File: src/rtl/instruction_loader_if.sv
// instruction_loader_if: byte-stream input and instruction-memory write bus of the boot loader.
//   in_byte/in_valid/in_ready : valid/ready byte stream (source -> loader)
//   imem_we/imem_addr/imem_wdata : word write port (loader -> instruction memory)
//   modport slave is the loader's view, modport master the stream source / memory side.
interface instruction_loader_if #(parameter int ADDR_W = 8);
    logic [7:0]        in_byte;
    logic              in_valid;
    logic              in_ready;
    logic              imem_we;
    logic [ADDR_W-1:0] imem_addr;
    logic [31:0]       imem_wdata;
    modport master (output in_byte, in_valid, input in_ready, imem_we, imem_addr, imem_wdata);
    modport slave (input in_byte, in_valid, output in_ready, imem_we, imem_addr, imem_wdata);
endinterface

File: src/rtl/instruction_loader.sv
// instruction_loader: boot loader that writes a checksummed little-endian word image into imem and holds the core in reset until done.
//   clk, reset   : clock and synchronous active-high reset
//   start        : one-cycle load request, honoured only when idle, done or errored
//   bus          : byte stream in, instruction-memory write port out
//   cpu_reset    : core reset, released only once a verified image is loaded
//   busy/done/error : load in progress / image verified / load aborted
//   words_loaded : words written during the current load
module instruction_loader #(
    parameter int ADDR_W    = 8,
    parameter int MAX_WORDS = 256
) (
    input  logic                 clk,
    input  logic                 reset,
    input  logic                 start,
    instruction_loader_if.slave  bus,
    output logic                 cpu_reset,
    output logic                 busy,
    output logic                 done,
    output logic                 error,
    output logic [15:0]          words_loaded
);
    typedef enum logic [2:0] {IDLE, CNT_LO, CNT_HI, DATA, CSUM, DONE, ERROR} state_t;
    localparam logic [16:0] MAX_N = 17'(MAX_WORDS);
    state_t      state, state_next;
    logic [15:0] count;
    logic [15:0] n_cnt;
    logic [1:0]  byte_idx;
    logic [7:0]  sum;
    logic [7:0]  sum_next;
    logic [23:0] word_buf;
    logic        fire;
    logic        last_word;
    assign bus.in_ready = state inside {CNT_LO, CNT_HI, DATA, CSUM};
    assign fire         = bus.in_valid & bus.in_ready;
    assign n_cnt        = {bus.in_byte, count[7:0]};
    assign sum_next     = sum + bus.in_byte;
    assign last_word    = byte_idx == 2'd3 && words_loaded + 16'd1 == count;
    assign busy         = bus.in_ready;
    assign done         = state == DONE;
    assign error        = state == ERROR;
    assign cpu_reset    = state != DONE;
    always_comb begin
        state_next = state;
        case (state)
            IDLE, DONE, ERROR: if (start) state_next = CNT_LO;
            CNT_LO: if (fire) state_next = CNT_HI;
            CNT_HI: if (fire) state_next = {1'b0, n_cnt} > MAX_N ? ERROR : n_cnt == 16'd0 ? CSUM : DATA;
            DATA:   if (fire && last_word) state_next = CSUM;
            CSUM:   if (fire) state_next = sum_next == 8'd0 ? DONE : ERROR;
            default: state_next = IDLE;
        endcase
    end
    always_ff @(posedge clk) begin
        if (reset) begin
            state          <= IDLE;
            count          <= '0;
            byte_idx       <= '0;
            sum            <= '0;
            word_buf       <= '0;
            words_loaded   <= '0;
            bus.imem_we    <= 1'b0;
            bus.imem_addr  <= '0;
            bus.imem_wdata <= '0;
        end else begin
            state       <= state_next;
            bus.imem_we <= 1'b0;
            if (start && state inside {IDLE, DONE, ERROR}) begin
                words_loaded <= '0;
                byte_idx     <= '0;
                sum          <= '0;
            end
            if (fire) begin
                sum <= sum_next;
                if (state == CNT_LO) count[7:0] <= bus.in_byte;
                if (state == CNT_HI) count[15:8] <= bus.in_byte;
                if (state == DATA) begin
                    // bytes shift in from the top so the first three land little-endian in word_buf
                    byte_idx <= byte_idx + 2'd1;
                    word_buf <= {bus.in_byte, word_buf[23:8]};
                    if (byte_idx == 2'd3) begin
                        bus.imem_we    <= 1'b1;
                        bus.imem_addr  <= ADDR_W'(words_loaded);
                        bus.imem_wdata <= {bus.in_byte, word_buf};
                        words_loaded   <= words_loaded + 16'd1;
                    end
                end
            end
        end
    end
endmodule
File: src/flat_wrapper.sv
// flat-port wrapper written by rule: the top's interface ports become plain ports
module instruction_loader_flat 
#(
    parameter int ADDR_W    = 8,
    parameter int MAX_WORDS = 256
)
  (clk, reset, start, cpu_reset, busy, done, error, words_loaded, bus_in_byte, bus_in_valid, bus_in_ready, bus_imem_we, bus_imem_addr, bus_imem_wdata);
  instruction_loader_if #(.ADDR_W(ADDR_W)) bus_i ();
  input  logic clk;
  input  logic reset;
  input  logic start;
  output logic cpu_reset;
  output logic busy;
  output logic done;
  output logic error;
  output logic [15:0] words_loaded;
  input wire logic [$bits(bus_i.in_byte)-1:0] bus_in_byte;
  input wire logic [$bits(bus_i.in_valid)-1:0] bus_in_valid;
  output wire logic [$bits(bus_i.in_ready)-1:0] bus_in_ready;
  output wire logic [$bits(bus_i.imem_we)-1:0] bus_imem_we;
  output wire logic [$bits(bus_i.imem_addr)-1:0] bus_imem_addr;
  output wire logic [$bits(bus_i.imem_wdata)-1:0] bus_imem_wdata;
  assign bus_i.in_byte = bus_in_byte;
  assign bus_i.in_valid = bus_in_valid;
  assign bus_in_ready = bus_i.in_ready;
  assign bus_imem_we = bus_i.imem_we;
  assign bus_imem_addr = bus_i.imem_addr;
  assign bus_imem_wdata = bus_i.imem_wdata;
  instruction_loader #(.ADDR_W(ADDR_W), .MAX_WORDS(MAX_WORDS)) u_core (.clk(clk), .reset(reset), .start(start), .bus(bus_i), .cpu_reset(cpu_reset), .busy(busy), .done(done), .error(error), .words_loaded(words_loaded));
endmodule
File: config.mk
export PLATFORM = sky130hd
export DESIGN_NAME = instruction_loader_flat
export DESIGN_NICKNAME = d
export VERILOG_FILES = /design/src/rtl/instruction_loader_if.sv /design/src/rtl/instruction_loader.sv /design/src/flat_wrapper.sv
export SDC_FILE = /design/constraint.sdc
export NUM_CORES = 1
export LEC_CHECK = 0
export ABC_AREA = 1
export CAP_MARGIN = 20
export CORE_ASPECT_RATIO = 1.2
export CORE_MARGIN = 3
export CORE_UTILIZATION = 50
export DETAILED_ROUTE_END_ITERATION = 10
export DONT_BUFFER_PORTS = 1
export SYNTH_ARGS = -nofsm -noshare
export SYNTH_HDL_FRONTEND = slang
export SYNTH_SLANG_ARGS = --single-unit
File: constraint.sdc
create_clock -name clk -period 2.5 [get_ports clk]
set_input_delay 0.375 -clock clk [delete_from_list [all_inputs] [get_ports clk]]
set_output_delay 0.375 -clock clk [all_outputs]
set_load 0.05 [all_outputs]
== Word-level counts from Yosys, hierarchy flattened ==
Index checks and enable logic that the tools add are counted.
Storage, ports and cells
  logic and storage cells: 66
  output and inout port bits: 62
  flip-flop bits (word level): 110
  input bits: 12
Cells by class
  bitwise logic cells: 3
  eq/ne operators: 14
  add/subtract/negate cells: 3
  reductions and logical operators: 16
  mux-type cells: 19
  $lt $le $gt $ge: 1
Operator list (count)
  16-bit two-way mux: 4
  3-bit two-way mux: 7
  16-bit by 1-bit adder with 16-bit output (second input constant): 1
  16-bit equality test: 1
  16-bit by 9-bit > comparator with 1-bit output (second input constant): 1
  16-bit zero test: 1
  8-bit two-way mux: 2
  3-bit case mux with 5 select lines: 1
  3-bit equality test (second input constant): 3
  8-bit adder: 1
  8-bit zero test: 1
  2-bit two-way mux: 4
  3-bit by 2-bit equality test with 1-bit output (second input constant): 2
  2-bit by 1-bit inequality test with 1-bit output (second input constant): 3
  2-bit AND reduction: 3
  3-bit OR reduction: 2
  5-bit AND reduction: 1
  2-bit inequality test (second input constant): 2
  4-bit nonzero test: 1
  3-bit by 1-bit equality test with 1-bit output (second input constant): 1
  1-bit logical AND: 3
  3-bit zero test: 1
  3-bit inequality test (second input constant): 1
  3-bit AND reduction: 1
  other kinds (7): 8

== Depth between registers and ports, before layout ==
Gate-level depths: netlist of run 1.
  depth in word-level cells: 7
  depth in mapped cells: 15
  mapped depth without buffers: 15

== Worst setup path after synthesis of run 1 ==
Ideal clock, no wire load.
  path type: register to register
  start point: register u_core.state[0]
  end point: register u_core.words_loaded[4]
  buffers on the path: 0
  data arrival time: 2.155 ns
  library setup time: 0.075 ns
  setup slack: 0.271 ns
  required time: 2.425 ns
  stages on the path, launching flop included: 12
  period minus slack after synthesis: 2.229 ns
  cells stage by stage: dfxtp_1 -> inv_2 -> nor2_1 -> nand2_1 -> inv_1 -> nor3_2 -> inv_1 -> nand2_1 -> inv_1 -> nor2_2 -> nand2_2 -> o21ai_0
On the way
  cells in the longest elaborated chain, start to end: 7
  elaborated cells between the ends (all ways): 15
  classes of those cells: eq/ne: 6; mux: 4; bitwise: 1; reduce/logical: 4
Ends and longest elaborated chain
  start: declaration: line instruction_loader.sv:24  | state_t state, state_next;
  start signal: assignment: line instruction_loader.sv:65  | state <= state_next;
  3-bit equality test *
  via done: line flat_wrapper.sv:14  | output logic done;
  3-bit nonzero test *: line instruction_loader.sv:67  | if (start && state inside {IDLE, DONE, ERROR}) begin
  1-bit logical AND *: line instruction_loader.sv:67
  16-bit two-way mux *: line instruction_loader.sv:67
  16-bit two-way mux: line instruction_loader.sv:80  | if (byte_idx == 2'd3) begin
  16-bit two-way mux: line instruction_loader.sv:76  | if (state == DATA) begin
  16-bit two-way mux *: line instruction_loader.sv:72  | if (fire) begin
  end signal: assignment: line instruction_loader.sv:84  | words_loaded <= words_loaded + 16'd1;
  end: declaration: line instruction_loader.sv:20  | output logic [15:0] words_loaded
Mark *: on every way through the listed nets, which the timed path passes. The rest lies on a longest branch.
A chain may end at the register's enable or synchronous reset.

== Worst setup path after layout of run 1 ==
  start point: register u_core.words_loaded[0]
  end point: register u_core.state[1]
On the way
  cells in the longest elaborated chain, start to end: 6
Ends and longest elaborated chain
  16-bit by 1-bit adder with 16-bit output: line instruction_loader.sv:37  | assign last_word = byte_idx == 2'd3 && words_loaded + 16'd1 == count;
  16-bit equality test: line instruction_loader.sv:37
  1-bit logical AND: line instruction_loader.sv:37
  1-bit logical AND: line instruction_loader.sv:48  | DATA: if (fire && last_word) state_next = CSUM;
  2-bit inequality test (no source line)
  5-bit AND reduction (no source line)
Every way passes these cells.

==> results of run 1 <==
sequential cells by signal (all words and copies together), names as in the netlist:
signal	cells
u_core.bus.imem_wdata	32
u_core.word_buf	24
u_core.count	16
u_core.words_loaded	16
u_core.bus.imem_addr	8
u_core.sum	8
u_core.state	3
u_core.byte_idx	2
u_core.bus.imem_we	1
cell usage after synthesis:
master,n
buf_2,1
a21o_1,1
xor2_1,5
clkbuf_1,17
buf_1,7
nor2_4,4
buf_4,1
xnor2_1,1
a211oi_1,4
nand2_2,1
nor3_2,2
nand3_1,92
nor3_1,2
fa_1,1
o21ai_2,10
o21a_1,1
nor2_8,2
o211ai_1,1
nand3b_1,4
buf_6,2
nor2_2,2
inv_2,6
nand2_1,123
xor3_1,1
o21bai_2,1
a2bb2oi_1,1
or2_2,3
o21ai_0,75
inv_1,81
nor2_1,36
a311oi_1,1
o21bai_1,1
dfxtp_1,110
o22ai_1,1
ha_1,9
a21oi_1,74
nand4_1,12
nand2_4,1
area by class of cell:
class,count,area share (%)
clock inverters,7,1.46
clock buffers,9,3.98
repair buffers,25,3.54
inverters,87,5.77
multi-input cells,472,43.6
flip-flops and latches,110,38.9
well taps,123,2.72
worst min path at each step:
| stage | cells past startpoint | slack, ns | to | from |
|---|---|---|---|---|
| 2_1_floorplan | 2 | 0.41 | u_core.bus.imem_wdata[0]$_SDFFE_PP0P_ | u_core.word_buf[0]$_SDFFE_PP0P_ |
| 3_3_place_gp | 2 | 0.45 | u_core.sum[3]$_SDFFE_PP0P_ | u_core.sum[3]$_SDFFE_PP0P_ |
| 3_5_place_dp | 2 | 0.45 | u_core.bus.imem_wdata[0]$_SDFFE_PP0P_ | u_core.word_buf[0]$_SDFFE_PP0P_ |
| 4_1_cts | 1 | 0.08 | u_core.words_loaded[15]$_SDFF_PP0_ | reset |
| 5_1_grt | 1 | 0.08 | u_core.sum[4]$_SDFFE_PP0P_ | reset |
| 6_report | 1 | 0.09 | u_core.sum[6]$_SDFFE_PP0P_ | reset |
layout by cell type, fill, tap and decap left out, types with 9 or more instances in the layout:
cell and n:
o21ai_0 75, o21ai_2 10, ha_1 9, dfxtp_1 110, buf_4 24, nand3_1 92, nand4_1 12, clkbuf_16 9
nand2_1 123, nor2_1 35, inv_1 80, a21oi_1 74
report_power, final:
part	leakage, nW	internal (mW)	switching, mW
logic	1.27	0.365	0.780
registers	0.889	1.89	0.102
clock network	0.144	0.709	0.708
layer usage:
layer  track usage [%]  vias to the layer above  routed length (µm)
li1                  -                     2342                   -
met1              27.3                     2154                5480
met2              40.5                       96                6450
met3              3.56                       22                 610
met4              9.74                        0                 276
met5                 0                        -                   0
what timing repair did:
item,in CTS,in global routing
endpoints found under the setup margin,0,3
gates resized for setup,0,1
hold buffers,0,0
logic make-up after synthesis:
logic type | synth area share, %
flops | 43.0
buf+inv | 8.83
xor+xnor | 1.49
fa+ha+maj | 2.59
compound gates | 18.1
simple gates | 25.9
==> qor.txt, run 1 <==
Synth area leader -> dfxtp_1
Post-Syn Area per Cell -> 7.34 µm²
die height -> 117 µm
Worst Setup SP -> u_core.words_loaded[0]$_SDFF_PP0_
CTS tree -> built
cts bufs inserted -> 9
Rel. slew slack -> 46.6%
most frequent CP cell -> nand2_1
Finished Layout Cells -> 833
Leak Pwr -> 2.31 nW
Layout area overhead -> 10.5%
final period utilization -> 91.5%
Port Buffer Count -> 0
crit start category -> flop
FF/Latch Area -> 2200 µm²
FF-to-FF setup slack -> 0.21 ns
slack of the critical path -> 0.211 ns
critical path arrival -> 2.53 ns
pwr dens -> 805 nW/µm²
remaining global-route overflow -> 0
RSZ-0062 raised after global routing -> no
worst hold path class -> in -> reg
largest cells by area after synthesis -> dfxtp_1, nand2_1, nand3_1, o21ai_0, a21oi_1
clock-pin slew on the worst setup and hold paths -> 0.08 ns
critical path depth in cells -> 12
Final min period -> 2.29 ns
fin. max-slew vios -> 0
Mapped Area -> 5120 µm²
total power -> 4.55 mW
reg2reg end -> u_core.state[1]$_SDFFE_PP0P_
GRT Resource Usage Total -> 22.7%
Diodes inserted -> 0
WP buf/inv -> 0
Initial Utilization -> 52.4%
FF+latch count, synth -> 110
vias in the first global route -> 4,329
syn nets -> 719
Fmax -> 437 MHz
WL final -> 12,800 µm
max cap viols -> 0
peak supply drop -> 0.000380 V
Post-Place Cells -> 817
Setup Skew -> 0.00813 ns
routed len/inst -> 15.4 µm
Fin. Hold Viols -> 0
Critical Path Max Stage Delay -> 0.47 ns
root buffer cell -> clkbuf_16
sequential element share of the synthesized area -> 43.0%
clock latency on the worst-skew pair -> 0.35 ns
Iteration-0 DRC Markers -> 215
Worst EP required -> 2.75 ns
Die ar. -> 11,500 µm²
initial antenna violation count -> 0
routed via count -> 4,614
core area -> 9760 µm²
multi-input logic area -> 2470 µm²
Placer Congestion -> 0.882
Yosys top cell area share -> 43.0%
Detailed Place HPWL -> 9150 µm
actual slew at the worst max-slew pin -> 0.798 ns
Synth Warn # -> 0
drt via density -> 5.54
design area -> 5660 µm²
Final ANT Viol Nets -> 0
Ports -> 74
CP Capture Type -> flop
# DRC -> 0
Final setup viols -> 0
Area after DPL -> 5350 µm²
Post-CTS Setup Repair Bufs -> 0
Pre-Repair DR Iteration Count -> 4
first-pass GRT wire length -> 21,000 µm
status -> complete, no violations
Synth cell types -> 38
reg2reg start -> u_core.words_loaded[0]$_SDFF_PP0_
Longest Clk Path Bufs -> 2
crit path max-delay cell type -> dfxtp_1
final core occ -> 58.0%
Sink Count -> 110
row cnt -> 39
end point of the critical path -> u_core.state[1]$_SDFFE_PP0P_
share of cells above drive strength 1 -> 10.6%
largest net degree at the start of global routing -> 70
Fillers -> 955
cells after synthesis -> 697
cell count of the worst reg-to-reg path -> 12
Max Fanout on Critical Path -> 8
H-Tree Level Count -> 3
Setup Crit Path Kind -> reg -> reg
Cell Chain, Critical Path -> ha_1 > nand2_1 > nor2_4 > nand3_1 > xor3_1 > nand2_1 > nor2_1 > nand3_1 > nand2_1 > nand3_1 > nand2_1 > nor2_1
family with the most delay on the worst path -> simple AND/OR/NAND/NOR gates
hold slack -> 0.0939 ns
dpl ws -> 0.266 ns
chip width -> 98.4 µm
NumNets Final -> 727
setup TNS -> 0 ns
No activity file was read; power rests on OpenSTA's default activity.
==> run 2: changes to the inputs <==
--- a/config.mk
+++ b/config.mk
@@ -10,6 +10,7 @@
 export CORE_ASPECT_RATIO = 1.2
 export CORE_MARGIN = 3
 export CORE_UTILIZATION = 50
+export CTS_CLUSTER_SIZE = 10
 export DETAILED_ROUTE_END_ITERATION = 10
 export DONT_BUFFER_PORTS = 1
 export SYNTH_ARGS = -nofsm -noshare
==> results of run 2 <==
Final layout, timing and power as in run 1 (identical DEF).
